File: src/rtl/core_pkg.sv
// -----------------------------------------------------------------------------
// core_pkg
// Shared types and constants for the 5-stage core's sequencing control.
//   REG_AW_DEF / CNT_W_DEF : default register-index and counter widths
//   FWD_*                  : ALU operand source select encodings
//   stage_tag_t            : shadow tag carried by every pipeline stage
//   ex_tag_t               : EX stage tag plus the source operand indices
// -----------------------------------------------------------------------------
package core_pkg;

    localparam int REG_AW_DEF = 5;
    localparam int CNT_W_DEF  = 32;

    localparam logic [1:0] FWD_RF    = 2'b00;
    localparam logic [1:0] FWD_EXMEM = 2'b01;
    localparam logic [1:0] FWD_MEMWB = 2'b10;

    typedef logic [REG_AW_DEF-1:0] reg_idx_t;

    typedef struct packed {
        logic     valid;
        reg_idx_t rd;
        logic     reg_write;
        logic     mem_read;
    } stage_tag_t;

    typedef struct packed {
        stage_tag_t tag;
        reg_idx_t   rs1;
        reg_idx_t   rs2;
        logic       use_rs1;
        logic       use_rs2;
    } ex_tag_t;

endpackage

File: src/rtl/pipe_hazard_ctrl_fwd_sel.sv
// -----------------------------------------------------------------------------
// fwd_sel
// Operand-forwarding select for one EX source index. Purely combinational.
//   use_i          : EX holds a valid instruction that reads this source
//   rs_i           : source register index
//   mem_tag_i      : shadow tag of the instruction in MEM
//   wb_valid_i, wb_rd_i, wb_reg_write_i : shadow tag fields of WB
//   sel_o          : FWD_RF / FWD_EXMEM / FWD_MEMWB
// -----------------------------------------------------------------------------
module fwd_sel
    import core_pkg::*;
(
    input  logic       use_i,
    input  reg_idx_t   rs_i,
    input  stage_tag_t mem_tag_i,
    input  logic       wb_valid_i,
    input  reg_idx_t   wb_rd_i,
    input  logic       wb_reg_write_i,
    output logic [1:0] sel_o
);

    always_comb begin
        // NOTE: every output of a combinational block gets a default first,
        // so no path leaves it unassigned and no latch is inferred.
        sel_o = FWD_RF;
        // x0 is hard-wired zero and is never forwarded.
        if (use_i && (rs_i != '0)) begin
            // A load in MEM has no data yet; load-use stalling guarantees the
            // consumer instead meets it in WB.
            if (mem_tag_i.valid && mem_tag_i.reg_write && !mem_tag_i.mem_read &&
                (mem_tag_i.rd == rs_i)) begin
                sel_o = FWD_EXMEM;
            end else if (wb_valid_i && wb_reg_write_i && (wb_rd_i == rs_i)) begin
                sel_o = FWD_MEMWB;
            end
        end
    end

endmodule

File: src/rtl/pipe_hazard_ctrl.sv
// -----------------------------------------------------------------------------
// pipe_hazard_ctrl
// Sequencing controller for the IF/ID/EX/MEM/WB core. Tracks a shadow copy of
// the EX/MEM/WB register tags and produces stall/flush enables, EX operand
// forwarding selects and stall/flush performance counters.
//   clk, rst (sync, active-high)
//   id_*            : decoded fields of the instruction sitting in IF/ID
//   ex_branch_taken : taken branch/jump resolved in EX
//   mem_stall       : data memory not ready; freezes the whole pipe
//   pc_en, ifid_en, ifid_flush, idex_en, idex_flush, exmem_en : stage controls
//   fwd_a, fwd_b    : ALU operand sources for rs1 / rs2
//   ex_valid, mem_valid, wb_valid : shadow stage valid bits
//   stall_cnt, flush_cnt          : wrapping performance counters
// -----------------------------------------------------------------------------
module pipe_hazard_ctrl
    import core_pkg::*;
#(
    // Shadow tags are sized by the package; REG_AW must match REG_AW_DEF.
    parameter int REG_AW = REG_AW_DEF,
    parameter int CNT_W  = CNT_W_DEF
) (
    input  logic              clk,
    input  logic              rst,
    input  logic              id_valid,
    input  logic [REG_AW-1:0] id_rs1,
    input  logic [REG_AW-1:0] id_rs2,
    input  logic              id_use_rs1,
    input  logic              id_use_rs2,
    input  logic [REG_AW-1:0] id_rd,
    input  logic              id_reg_write,
    input  logic              id_mem_read,
    input  logic              ex_branch_taken,
    input  logic              mem_stall,
    output logic              pc_en,
    output logic              ifid_en,
    output logic              ifid_flush,
    output logic              idex_en,
    output logic              idex_flush,
    output logic              exmem_en,
    output logic [1:0]        fwd_a,
    output logic [1:0]        fwd_b,
    output logic              ex_valid,
    output logic              mem_valid,
    output logic              wb_valid,
    output logic [CNT_W-1:0]  stall_cnt,
    output logic [CNT_W-1:0]  flush_cnt
);

    ex_tag_t    ex_q;
    stage_tag_t mem_q;
    // WB only needs what forwarding looks at; whether it was a load no longer
    // matters once the data is on the writeback bus.
    logic       wb_valid_q;
    reg_idx_t   wb_rd_q;
    logic       wb_reg_write_q;
    logic [CNT_W-1:0] stall_cnt_q;
    logic [CNT_W-1:0] flush_cnt_q;

    logic load_use;
    logic stall_inc;
    logic flush_inc;

    assign load_use = ex_q.tag.valid && ex_q.tag.mem_read && (ex_q.tag.rd != '0) &&
                      id_valid &&
                      ((id_use_rs1 && (id_rs1 == ex_q.tag.rd)) ||
                       (id_use_rs2 && (id_rs2 == ex_q.tag.rd)));

    // Priority: reset, memory stall, taken branch, load-use, normal flow.
    always_comb begin
        pc_en      = 1'b1;
        ifid_en    = 1'b1;
        ifid_flush = 1'b0;
        idex_en    = 1'b1;
        idex_flush = 1'b0;
        exmem_en   = 1'b1;
        stall_inc  = 1'b0;
        flush_inc  = 1'b0;
        if (rst) begin
            pc_en      = 1'b0;
            ifid_en    = 1'b0;
            idex_en    = 1'b0;
            exmem_en   = 1'b0;
            ifid_flush = 1'b1;
            idex_flush = 1'b1;
        end else if (mem_stall) begin
            // The branch (if any) stays in EX and is acted on after release.
            pc_en     = 1'b0;
            ifid_en   = 1'b0;
            idex_en   = 1'b0;
            exmem_en  = 1'b0;
            stall_inc = 1'b1;
        end else if (ex_branch_taken) begin
            ifid_flush = 1'b1;
            idex_flush = 1'b1;
            flush_inc  = 1'b1;
        end else if (load_use) begin
            // Hold PC and IF/ID, let the load move on, insert one bubble.
            pc_en      = 1'b0;
            ifid_en    = 1'b0;
            idex_flush = 1'b1;
            stall_inc  = 1'b1;
        end
    end

    always_ff @(posedge clk) begin
        // NOTE: sequential state uses non-blocking assignments so every
        // register samples the pre-edge values of the others.
        if (rst) begin
            ex_q           <= '0;
            mem_q          <= '0;
            wb_valid_q     <= 1'b0;
            wb_rd_q        <= '0;
            wb_reg_write_q <= 1'b0;
            stall_cnt_q    <= '0;
            flush_cnt_q    <= '0;
        end else begin
            if (exmem_en) begin
                mem_q          <= ex_q.tag;
                wb_valid_q     <= mem_q.valid;
                wb_rd_q        <= mem_q.rd;
                wb_reg_write_q <= mem_q.reg_write;
            end
            if (idex_flush) begin
                ex_q <= '0;
            end else if (idex_en) begin
                ex_q.tag.valid     <= id_valid;
                ex_q.tag.rd        <= id_rd;
                ex_q.tag.reg_write <= id_reg_write;
                ex_q.tag.mem_read  <= id_mem_read;
                ex_q.rs1           <= id_rs1;
                ex_q.rs2           <= id_rs2;
                ex_q.use_rs1       <= id_use_rs1;
                ex_q.use_rs2       <= id_use_rs2;
            end
            if (stall_inc) stall_cnt_q <= stall_cnt_q + CNT_W'(1);
            if (flush_inc) flush_cnt_q <= flush_cnt_q + CNT_W'(1);
        end
    end

    fwd_sel u_fwd_a (
        .use_i          (!rst && ex_q.tag.valid && ex_q.use_rs1),
        .rs_i           (ex_q.rs1),
        .mem_tag_i      (mem_q),
        .wb_valid_i     (wb_valid_q),
        .wb_rd_i        (wb_rd_q),
        .wb_reg_write_i (wb_reg_write_q),
        .sel_o          (fwd_a)
    );

    fwd_sel u_fwd_b (
        .use_i          (!rst && ex_q.tag.valid && ex_q.use_rs2),
        .rs_i           (ex_q.rs2),
        .mem_tag_i      (mem_q),
        .wb_valid_i     (wb_valid_q),
        .wb_rd_i        (wb_rd_q),
        .wb_reg_write_i (wb_reg_write_q),
        .sel_o          (fwd_b)
    );

    assign ex_valid  = ex_q.tag.valid;
    assign mem_valid = mem_q.valid;
    assign wb_valid  = wb_valid_q;
    assign stall_cnt = stall_cnt_q;
    assign flush_cnt = flush_cnt_q;

endmodule

File: config.mk
export PLATFORM = sky130hd
export DESIGN_NAME = pipe_hazard_ctrl
export DESIGN_NICKNAME = d
export VERILOG_FILES = /design/src/rtl/core_pkg.sv /design/src/rtl/pipe_hazard_ctrl_fwd_sel.sv /design/src/rtl/pipe_hazard_ctrl.sv
export SDC_FILE = /design/constraint.sdc
export NUM_CORES = 1
export LEC_CHECK = 0
export ABC_AREA = 1
export BUFFER_PORTS_ARGS = -buffer_cell sky130_fd_sc_hd__buf_2
export CORE_AREA = 4 4 108 110
export CTS_BUF_LIST = sky130_fd_sc_hd__clkbuf_4 sky130_fd_sc_hd__clkbuf_8
export CTS_CLUSTER_DIAMETER = 150
export DETAILED_ROUTE_END_ITERATION = 8
export DIE_AREA = 0 0 112 114
export PLACE_DENSITY = 0.77
export SLEW_MARGIN = 10
export SYNTH_ARGS = -nofsm -noshare
export SYNTH_HDL_FRONTEND = slang
export SYNTH_HIERARCHICAL = 1
export SYNTH_SLANG_ARGS = --single-unit
File: constraint.sdc
create_clock -name clk -period 2.4 [get_ports clk]
set_input_delay 0.48 -clock clk [delete_from_list [all_inputs] [get_ports clk]]
set_output_delay 0.48 -clock clk [all_outputs]
set_load 0.02 [all_outputs]
==> results.md <==
- Status: finished clean
- CTS root buf: clkbuf_8
- Worst Hold Class: in -> reg
- # H-tree levels: 3
- Most frequent cells after synthesis: nand2_1, nor2_1, dfxtp_1, inv_1, a21oi_1
- Residual DRC: 0
- Area of the core: 0.0107 mm²
- Leakage: 2.79 nW
- Total power draw: between 3 and 4 mW
- Max_cap viols: 0
- Slowest CP cell: dfxtp_1
- Via count: 5,990
- Number of cells upsized or downsized after cts: 0
- Crit-path cells: inv_1, nand2_1, nand2_1, nor2_1, nand3_1, nand2_1, nand2_1, o21ai_2, buf_2
- Share of the synthesized area in the top cell type: 0.346
- Largest area contributor in the netlist: dfxtp_1
- Dpl hpwl: 11,400 µm
- Synth top area cells: dfxtp_1, nand2_1, nor2_1
- Clk slew on worst S/H paths: 0.10 ns
- Top FF cell, synth: dfxtp_1
- Clock tree buffer depth: 2
- Cell mode on critical path: nand2_1
- Detailed Route WL: 15,300 µm
- Seq/Total Area, Yosys: 0.346
- Synth Warn #: 6
- Total CTS buffers: 9
- Final Hold Viols: 0
- Slew headroom: 0.659
- Antenna-violating nets left: 0
- Die Y: 114 µm
- Boundary Pins: 101
- Worst setup path class: reg -> out
- WL/cell: 13.3 µm
- Synth Register Bits: 99
- Global Route Usage Sum: 0.244
- Largest net degree at the start of global routing: 49
- Starting Density: 0.536
- Period utilisation layout: 0.916
- Largest stage delay, worst path: 0.36 ns
- CP arrival: 1.72 ns
- Count of standard-cell rows: 38
- FFs w/ async S/R, synth: 0
- Area grow syn2layout: 14.5%
- Clk sink count: roughly 100
- Max-slew violations: 0
- Synthesized instance count: 914
- Worst-margin pin slew: 0.512 ns
- Worst-path maximum fanout: 5
- Post-synth EDFFs: 0
- 1st-iter DRT viols: 428
- Overflow left after global routing: 0
- Maximum vdd ir drop: between 0.0003 and 0.0004 V
- Hold Buf Count CTS: 0
- CP Capture Type: primary output
- Via-per-instance ratio: 5.21
- Initial antenna violation count: 0
- PortBufs: 100
- Ant diodes: 0
- Layout cells sized above 1: 0.157
- Startpoint class of the critical path: flip-flop
- CTS tree: done
- Number of global-route vias before repair: 5,404
- Pwr dens: 487 mW/mm²
- Tmin final: between 2 and 2.5 ns
- Area of the mapped netlist: ~0.0057 mm²
- RSZ-0062 raised after global routing: false
- First-pass GRT wire length: between 20,000 and 30,000 µm
- Post-CTS Setup Repair Bufs: 0
- Nets@finish: slightly above 1,000
- Max Freq: 455 MHz
- Synth cell types: 39
- 1st-pass router iterations: 5
- Avg Synthesized Cell Area: 6.28 µm²
- Clk_lat worst skew: 0.38 ns
- DIE AREA: 0.0128 mm²
- Final Skew: 0.0117 ns
- Setup violators final: 0
- WP data required: 1.92 ns
- Slack of the worst reg-to-reg path: 0.44 ns
- Mapped Nets: 940
- Die Span X: 112 µm
- Setup TNS: 0 ns
- Count leader, synth: nand2_1
- Final GP Congestion: 0.962
-- critical path: cells and delay by family, from the launching register on --
kind                   cells  cell delay, ns
buffers and inverters      2            0.30
DFF                        1            0.36
and+or+nand+nor            6            0.53
AOI/OAI and AO/OA          1            0.15
-- per-stage QoR --
stage / instances / cell area (µm²) / setup WS (ns) / hold slack, ns / utilization
6_report: 1150 / 6570 / 0.202 / 0.333 / 0.614
3_5_place_dp: 1134 / 6340 / 0.402 / 0.478 / 0.593
3_3_place_gp: 1134 / 6340 / 0.412 / 0.475 / 0.593
5_1_grt: 1150 / 6570 / 0.0222 / 0.362 / 0.614
4_1_cts: 1150 / 6560 / 0.145 / 0.326 / 0.613
2_1_floorplan: 914 / 5740 / 0.458 / 0.446 / -
-- flip-flops by register name, summed over array words and instances, names as in the netlist --
signal          cells
wb_valid            1
ex_q               19
mem_q               7
wb_reg_write_q      1
ex_valid            1
wb_rd_q             5
mem_valid           1
stall_cnt          32
flush_cnt          32
-- cell usage in the layout (no fill, tap or decap), types with 2 or more instances in the layout --
cell type,count
inv_2,8
bufinv_16,2
nor3_4,3
xnor2_1,10
o21ai_0,32
o21ai_1,6
nand2_2,4
clkinv_2,3
nor3_1,17
buf_2,100
nand4_1,6
xor2_1,20
a211oi_1,7
ha_1,2
nand3_2,3
nor3_2,2
clkbuf_4,2
or2_1,4
nand3b_1,18
nor2_1,155
and3_1,2
inv_1,70
buf_4,10
a21oi_1,65
nand2_1,280
clkbuf_8,9
nand3_1,52
clkinv_1,2
dfxtp_1,98
nor2_2,6
-- worst paths after layout --
path	start	cells past startpoint	to
worst min-delay path	id_rd[3]	3	ex_q[17]$_SDFFE_PP0P_
worst max register to register	flush_cnt[0]$_SDFFE_PP0P_	10	flush_cnt[18]$_SDFFE_PP0P_
worst max-delay path	ex_q[16]$_SDFFE_PP0P_	9	idex_flush
worst min register to register	ex_q[13]$_SDFFE_PP0P_	2	ex_q[13]$_SDFFE_PP0P_
-- layout make-up --
| cell class | instances | area [µm²] |
|---|---|---|
| Inverter | 81 | 305 |
| Clock buffer | 11 | 139 |
| Tap cell | 140 | 175 |
| Fill cell | 1110 | 4130 |
| Timing Repair Buffer | 110 | 576 |
| Clock inverter | 5 | 77.6 |
| Sequential cell | 99 | 1980 |
| Multi-Input combinational cell | 704 | 3310 |
-- logic make-up (layout without fill, tap and decap cells) --
family,after synthesis,after routing,synth area share
fa+ha+maj,2,2,0.00436
compound gates,114,114,0.104
xor+xnor,30,30,0.0458
buf+inv,111,207,0.0779
flops,99,99,0.346
simple gates,558,558,0.423
-- report_power, final --
part / leakage [nW] / internal (mW) / switching (mW)
clock network: 0.110 / 0.608 / 0.590
registers: 0.803 / 1.67 / 0.0331
logic: 1.88 / 0.0969 / 0.199
-- metal layers --
metal  track usage  vias to the layer above  part of all wire
met4        0.0873                        0             0.017
met2         0.382                      210              0.45
met3        0.0430                       25             0.068
met1         0.339                     2673              0.47
met5             0                        -                 0
li1              -                     3082                 -
Note: power is estimated with default switching activity, not from simulation.
